==> config.mk <==
export PLATFORM = sky130hd
export DESIGN_NAME = mdu_controller
export DESIGN_NICKNAME = d
export VERILOG_FILES = /design/src/rtl/mdu_controller.sv
export SDC_FILE = /design/constraint.sdc
export NUM_CORES = 1
export LEC_CHECK = 0
export ABC_AREA = 0
export CAP_MARGIN = 20
export CORE_UTILIZATION = 40
export DETAILED_ROUTE_END_ITERATION = 8
export PLACE_DENSITY_LB_ADDON = 0.08
export SKIP_LAST_GASP = 1
export SYNTH_ARGS = -nofsm -noshare
export SYNTH_HDL_FRONTEND = slang
export SYNTH_SLANG_ARGS = --single-unit
==> constraint.sdc <==
create_clock -name clk -period 6.8 [get_ports clk]
set_clock_uncertainty 0.2 [all_clocks]
set_input_delay 1.36 -clock clk [delete_from_list [all_inputs] [get_ports clk]]
set_output_delay 1.36 -clock clk [all_outputs]
set_load 0.02 [all_outputs]
==> src/rtl/mdu_controller.sv <==
// Multi-cycle RV32M multiply/divide sequencer: shift-add multiply and restoring
// divide on a shared 2*WIDTH accumulator, with a pipeline stall request.
module mdu_controller #(
  parameter int WIDTH = 32,
  parameter int RADDR = 5
) (
  input  logic             clk,
  input  logic             rst_n,
  input  logic             start,
  input  logic [2:0]       funct3,
  input  logic [WIDTH-1:0] op_a,
  input  logic [WIDTH-1:0] op_b,
  input  logic [RADDR-1:0] rd_e,
  input  logic             kill,
  output logic             stall_req,
  output logic             busy,
  output logic             done,
  output logic [WIDTH-1:0] result,
  output logic [RADDR-1:0] rd_out
);

  typedef enum logic [1:0] {S_IDLE, S_MUL, S_DIV, S_DONE} state_e;

  localparam logic [WIDTH-1:0] MIN_NEG = {1'b1, {(WIDTH-1){1'b0}}};

  state_e             state_q;
  logic [2:0]         f3_q;
  logic [RADDR-1:0]   rd_q, rd_out_q;
  logic [WIDTH-1:0]   opb_q, result_q;
  logic [2*WIDTH-1:0] acc_q;
  logic               neg_q, neg_r_q, done_q;
  logic [5:0]         cnt_q;

  logic               a_signed, b_signed, div_zero, div_ovf;
  logic [WIDTH-1:0]   a_mag, b_mag, spec_res;
  logic [WIDTH:0]     mul_sum, div_sh, div_diff;
  logic [2*WIDTH-1:0] mul_nxt, div_nxt, acc_nxt, prod;
  logic [WIDTH-1:0]   quo_s, rem_s, fin_res;
  logic               last;

  always_comb begin
    a_signed = funct3[2] ? ~funct3[0] : (funct3 == 3'b001 || funct3 == 3'b010);
    b_signed = funct3[2] ? ~funct3[0] : (funct3 == 3'b001);
  end

  assign a_mag    = (a_signed && op_a[WIDTH-1]) ? -op_a : op_a;
  assign b_mag    = (b_signed && op_b[WIDTH-1]) ? -op_b : op_b;
  assign div_zero = (op_b == '0);
  assign div_ovf  = ~funct3[0] && (op_a == MIN_NEG) && (op_b == '1);
  // Divide-by-zero wins over overflow; both skip the iteration entirely.
  assign spec_res = div_zero ? (funct3[1] ? op_a : '1) : (funct3[1] ? '0 : MIN_NEG);

  // Multiply: acc = {partial, multiplier}; divide: acc = {remainder, quotient}.
  assign mul_sum  = {1'b0, acc_q[2*WIDTH-1:WIDTH]} + (acc_q[0] ? {1'b0, opb_q} : '0);
  assign mul_nxt  = {mul_sum, acc_q[WIDTH-1:1]};
  assign div_sh   = acc_q[2*WIDTH-1:WIDTH-1];
  assign div_diff = div_sh - {1'b0, opb_q};
  assign div_nxt  = {div_diff[WIDTH] ? div_sh[WIDTH-1:0] : div_diff[WIDTH-1:0],
                     acc_q[WIDTH-2:0], ~div_diff[WIDTH]};
  assign acc_nxt  = (state_q == S_MUL) ? mul_nxt : div_nxt;
  assign last     = (cnt_q == 6'(WIDTH-1));

  assign prod    = neg_q ? -mul_nxt : mul_nxt;
  assign quo_s   = neg_q ? -div_nxt[WIDTH-1:0] : div_nxt[WIDTH-1:0];
  assign rem_s   = neg_r_q ? -div_nxt[2*WIDTH-1:WIDTH] : div_nxt[2*WIDTH-1:WIDTH];
  assign fin_res = (state_q == S_MUL) ?
                   ((f3_q[1:0] == 2'b00) ? prod[WIDTH-1:0] : prod[2*WIDTH-1:WIDTH]) :
                   (f3_q[1] ? rem_s : quo_s);

  always_ff @(posedge clk or negedge rst_n) begin
    if (!rst_n) begin
      state_q  <= S_IDLE;
      f3_q     <= '0;
      rd_q     <= '0;
      rd_out_q <= '0;
      opb_q    <= '0;
      result_q <= '0;
      acc_q    <= '0;
      neg_q    <= 1'b0;
      neg_r_q  <= 1'b0;
      done_q   <= 1'b0;
      cnt_q    <= '0;
    end else if (kill) begin
      state_q <= S_IDLE;
      done_q  <= 1'b0;
    end else begin
      case (state_q)
        S_IDLE: begin
          done_q <= 1'b0;
          if (start) begin
            f3_q    <= funct3;
            rd_q    <= rd_e;
            cnt_q   <= '0;
            neg_q   <= (a_signed & op_a[WIDTH-1]) ^ (b_signed & op_b[WIDTH-1]);
            neg_r_q <= a_signed & op_a[WIDTH-1];
            if (funct3[2]) begin
              acc_q <= {{WIDTH{1'b0}}, a_mag};
              opb_q <= b_mag;
            end else begin
              acc_q <= {{WIDTH{1'b0}}, b_mag};
              opb_q <= a_mag;
            end
            if (funct3[2] && (div_zero || div_ovf)) begin
              state_q  <= S_DONE;
              done_q   <= 1'b1;
              result_q <= spec_res;
              rd_out_q <= rd_e;
            end else begin
              state_q <= funct3[2] ? S_DIV : S_MUL;
            end
          end
        end
        S_MUL, S_DIV: begin
          acc_q <= acc_nxt;
          cnt_q <= cnt_q + 6'd1;
          if (last) begin
            state_q  <= S_DONE;
            done_q   <= 1'b1;
            result_q <= fin_res;
            rd_out_q <= rd_q;
          end
        end
        S_DONE: begin
          done_q  <= 1'b0;
          state_q <= S_IDLE;
        end
        default: state_q <= S_IDLE;
      endcase
    end
  end

  assign stall_req = ~kill & (((state_q == S_IDLE) & start) | (state_q == S_MUL) |
                              (state_q == S_DIV));
  assign busy      = (state_q != S_IDLE);
  assign done      = done_q;
  assign result    = result_q;
  assign rd_out    = rd_out_q;

endmodule

# Yosys cells after proc, flatten, opt, wreduce, memory -nomap -nowiden
# Index checks and enable logic that the tools add are counted.
# totals
reg_bits,151
in_bits,76
# classes
n_addsub,8
n_eq_ne,13
muxes,41
n_bitwise,10
reduce_logical,17
# ops
op,count
32-bit two-way mux,17
64-bit two-way mux,3
32-bit negator,4
64-bit case mux with 2 select lines,1
32-bit equality test (second input constant),2
64-bit negator,1
32-bit case mux with 2 select lines,1
32-bit by 32-bit adder with 33-bit output,1
33-bit by 32-bit subtractor with 33-bit output,1
32-bit zero test,1
5-bit two-way mux,3
6-bit case mux with 2 select lines,1
2-bit two-way mux,5
5-bit case mux with 2 select lines,1
6-bit by 1-bit adder with 6-bit output (second input constant),1
6-bit by 5-bit equality test with 1-bit output (second input constant),1
1-bit two-way mux,6
6-bit two-way mux,1
2-bit != test (second input constant),3
3-bit != test (second input constant),2
2-bit case mux with 3 select lines,1
3-bit AND reduction,2
1-bit logical AND,5
5-bit AND reduction,1
other kinds (14),24

# Depth between registers and ports, before layout
# logic_depth
ltp_word,9
mapped_depth,26
mapped_depth_nobuf,22

# Worst setup path before layout
# Ideal clock, no wire load.
# synth_path
path_kind,reg2reg
from,register acc_q[31]
to,"register result_q[24], in the netlist result[24]"
arrival_time_ns,6.213
required_ns,6.461
slack_ns,0.248
path_stages_with_launch,27
synth_period_minus_slack_ns,6.552
path_cell_list,dfrtp_1 > clkbuf_1 > inv_1 > ha_1 > fa_1 > nand2b_1 > a21boi_0 > o2111ai_1 > a31oi_1 > o21a_1 > clkbuf_1 > nor2_1 > inv_1 > clkbuf_1 > buf_1 > nor2_1 > a21oi_1 > ha_1 > nand2_1 > or4_1 > or3_1 > mux2i_1 > nand4_1 > o31ai_1 > xnor2_1 > a211oi_1 > or4_1
# synth_via
elab_chain_cells,8
elab_cells_between_ends,14
classes_between,4 x add/sub; 9 x mux; 1 x bitwise
# synth_lines
element,line,rtl
from (decl),30,logic [2*WIDTH-1:0] acc_q;
from (signal assigned),97,"acc_q <= {{WIDTH{1'b0}}, a_mag};"
from (signal assigned),100,"acc_q <= {{WIDTH{1'b0}}, b_mag};"
from (signal assigned),114,acc_q <= acc_nxt;
33-bit by 32-bit subtractor with 33-bit output,57,"assign div_diff = div_sh - {1'b0, opb_q};"
32-bit two-way mux / 1-bit inverter (equally long branches),"58, 59",
32-bit negator (on tied branches),"65, 64",
32-bit two-way mux (on tied branches),"65, 64",
32-bit two-way mux,68,(f3_q[1] ? rem_s : quo_s);
32-bit two-way mux (*),66,assign fin_res = (state_q == S_MUL) ?
32-bit two-way mux (*),116,if (last) begin
32-bit case mux with 2 select lines (*),87,case (state_q)
to (signal assigned),106,result_q <= spec_res;
to (signal assigned),119,result_q <= fin_res;
to (decl),29,"logic [WIDTH-1:0] opb_q, result_q;"
# Mark *: on every way between the ends. The rest lies on a longest branch, timed or not. The select of a mux whose other input is x is not followed.
# A chain may end at the register's enable or synchronous reset.

# Final worst setup path
# layout_path
from,register opb_q[0]
to,"register result_q[24], in the netlist result[24]"
# layout_via
elab_chain_cells,8
elab_cells_between_ends,16
classes_between,5 x add/sub; 10 x mux; 1 x bitwise
# layout_lines
element,line,rtl
from (decl),29,
from (signal assigned),98,opb_q <= b_mag;
from (signal assigned),101,opb_q <= a_mag;
32-bit two-way mux / 33-bit by 32-bit subtractor with 33-bit output (equally long branches),"54, 57",
"32-bit by 32-bit adder with 33-bit output, or another cell as far along",54,"assign mul_sum = {1'b0, acc_q[2*WIDTH-1:WIDTH]} + (acc_q[0] ? {1'b0, opb_q} : '0);"
"64-bit negator, or another cell as far along",63,assign prod = neg_q ? -mul_nxt : mul_nxt;
"64-bit two-way mux, or another cell as far along",63,
32-bit two-way mux (on tied branches),"67, 68",
32-bit two-way mux (*),66,
32-bit two-way mux (*),116,
32-bit case mux with 2 select lines (*),87,
# Marked as above.

==> flow_metrics.env <==
export IMPL_antennaDiodeCount=0
export IMPL_grtUsageTotal_pct=32.4
export IMPL_syn_area_per_cell_um2=7.11
export IMPL_synth_area_leader_cell="dfrtp_1"
export IMPL_ios=116
export IMPL_grt_pass1_wl_um=109000
export IMPL_status="finished, final reports clean"
export IMPL_crit_path_end_kind="flip-flop"
export IMPL_drc_errors=0
export IMPL_holdPathStages=2
export IMPL_portBuffers=115
export IMPL_min_from="opb_q[19]$_DFFE_PN0P_"
export IMPL_final_antenna_net_count=0
export IMPL_maxCapViolations=0
export IMPL_final_common_cell="nor2_1"
export IMPL_hold_viol_final=0
export IMPL_layout_nets=2628
export IMPL_drv_slew=0
export IMPL_yosys_area_top_type_share_pct=21.4
export IMPL_overflow=0
export IMPL_start_kind="flip-flop"
export IMPL_hold_class="reg -> reg"
export IMPL_grt_antenna_before_repair=4
export IMPL_grt_pass1_vias=17400
export IMPL_cp_max_fo=10
export IMPL_path_cells="ha_1, fa_1, nand2b_1, a21boi_0, o2111ai_1, a31oi_2, o21a_1, nor2_4, inv_1, nor2_1, a21oi_1, ha_1, nand2_1, or4_1, or3_1, mux2i_1, nand4_1, buf_4, o31ai_1, xnor2_1, a211oi_1, or4_1"
export IMPL_dieHeight_um=212
export IMPL_seq_area_frac_synth_pct=21.4
export IMPL_crit_start="opb_q[0]$_DFFE_PN0P_"
export IMPL_clkSinkCount=151
export IMPL_initial_core_util_pct=40.7
export IMPL_hpwl_um=55900
export IMPL_synth_nets=2633
export IMPL_grt_max_degree=106
export IMPL_synthTopCellsByArea="dfrtp_1 21%, o21ai_0 7.2%, a21oi_1 6.5%"
export IMPL_crit_path_max_incr_delay_ns=0.45
export IMPL_cts_tree="built"
export IMPL_synth_edf_count=0
export IMPL_period_share_pct=93.9
export IMPL_clockBufferDepth=2
export IMPL_synth_cell_area_mm2=0.0176
export IMPL_reg2reg_from="opb_q[0]$_DFFE_PN0P_"
export IMPL_via_per_inst=6.15
export IMPL_dieArea_mm2=0.0449
export IMPL_drive_gt1_share_pct=5.87
export IMPL_tns_ns=0
export IMPL_fmax_mhz=157
export IMPL_cts_hold_fix_buffers=0
export IMPL_fill_cells=4472
export IMPL_drt_wirelength_per_cell_um=23.6
export IMPL_clk_pin_slew_ns=0.07
export IMPL_synth_flop_cell="dfrtp_1"
export IMPL_setup_viol=0
export IMPL_insertion_delay_ns=0.47
export IMPL_hold_path_end="opb_q[19]$_DFFE_PN0P_"
export IMPL_die_w_um=212
export IMPL_reg2reg_depth=22
export IMPL_core_region_area_mm2=0.0433
export IMPL_final_cell_mix="283 x nor2_1, 282 x nand2_1, 254 x o21ai_0"
export IMPL_rsz0062_at_grt="no"
export IMPL_relSlewSlack_pct=27.0
export IMPL_drtPass1Iterations=8
export IMPL_period_needed_ns=6.38
export IMPL_ys_ff_latch=151
export IMPL_clockRootBuffer="clkbuf_16"
export IMPL_cts_buffers_inserted=17
export IMPL_syn_to_final_growth_pct=11.7
export IMPL_r2r_end="result[24]$_DFFE_PN0P_"
export IMPL_path_class="reg -> reg"
export IMPL_yosysWarnings=0
export IMPL_ys_types=81
export IMPL_routed_wl_um=72400
export IMPL_routed_via_count=18900
export IMPL_crit_required_ns=6.94
export IMPL_ys_async_sr_fraction_pct=100
export IMPL_htreeDepth=4
export IMPL_netlist_instances=2480
export IMPL_place_congestion=0.981
export IMPL_std_cell_rows=76
export IMPL_tightest_slew_ns=1.09
export IMPL_rrSetupSlack_ns=0.42
export IMPL_crit_path_top_delay_cell="or4_1"
export IMPL_drt_iter0_markers=1996
export IMPL_worstPathArrival_ns=6.53
==> sequential cells by signal, indices dropped and copies added, names as in the netlist <==
name	cells
acc_q	64
cnt_q	6
done	1
f3_q	2
neg_q	1
neg_r_q	1
opb_q	32
rd_out	5
rd_q	5
result	32
state_q	2
==> metal layers <==
layer | track usage [%] | part of all wire, %
met5 | 0 | 0.021
met4 | 10.4 | 2.7
met3 | 4.87 | 8.0
met2 | 49.2 | 43
met1 | 46.7 | 46
==> metrics by stage <==
stage	utilization, %	setup slack [ns]	instance area, um2	hold WS, ns	cells
after detailed placement	44.2	0.0564	19100	0.270	3040
final	45.5	0.416	19700	0.281	3073
after global placement	44.2	0.165	19100	0.261	3039
after global routing	45.5	0.00230	19700	0.295	3073
after CTS	45.4	0.204	19700	0.285	3072
after floorplan	-	0.248	17600	0.250	2480
==> layout make-up <==
| class | count | area, um2 | area share (%) |
|---|---|---|---|
| Multi-Input combinational cell | 2077 | 12900 | 65.6 |
| Inverter | 78 | 293 | 1.49 |
| Clock buffer | 18 | 429 | 2.18 |
| Sequential cell | 151 | 3780 | 19.2 |
| Tap cell | 585 | 732 | 3.72 |
| Clock inverter | 14 | 115 | 0.585 |
| Timing Repair Buffer | 150 | 1410 | 7.18 |
==> repair_timing <==
item	CTS	global route
setup endpoints to repair	1	7
gates resized for setup	1	2
pin swaps	0	1
buffers inserted	0	1
==> worst max-delay path: cells and delay by family (launching register included) <==
family	cells	cell delay, ns
compound gates	7	1.85
simple gates	8	1.82
buf+inv	2	0.48
xor+xnor	1	0.18
flops	1	0.40
fa+ha+maj	3	0.94
mux	1	0.37
==> Yosys cell counts (all sizes together), types with 30 or more instances <==
master and n:
nand3 55, inv 77, o21ai 262, dfrtp 151, a21o 39, nand2 282
mux2 33, ha 75, a211oi 54, xor2 87, o31ai 39, nor2 285
clkbuf 155, nor3 58, mux2i 44, a31oi 31, or3 31, xnor2 100
nand4 30, a21oi 229
==> logic make-up (layout without fill, tap and decap cells) <==
group	count (synthesis)	count (layout)	synth area share, %
AOI/OAI and AO/OA	843	843	30.0
DFF	151	151	21.4
xor gates and xnor gates	187	187	9.29
buffers and inverters	252	260	5.52
muxes	78	78	4.74
adders and majority gates	77	77	5.55
and+or+nand+nor	892	892	23.5
==> worst max-delay path by stage <==
stage | cells past startpoint | slack (ns) | to
CTS | 20 | 0.20 | result[24]$_DFFE_PN0P_
finish | 22 | 0.42 | result[24]$_DFFE_PN0P_
global placement | 20 | 0.16 | result[24]$_DFFE_PN0P_
detailed placement | 20 | 0.06 | result[24]$_DFFE_PN0P_
floorplan | 26 | 0.25 | result[24]$_DFFE_PN0P_
global route | 21 | 0.002 | result[24]$_DFFE_PN0P_
Power is not shown: default switching activity piles up to over one toggle a cycle in this logic, so the estimate is an artifact.
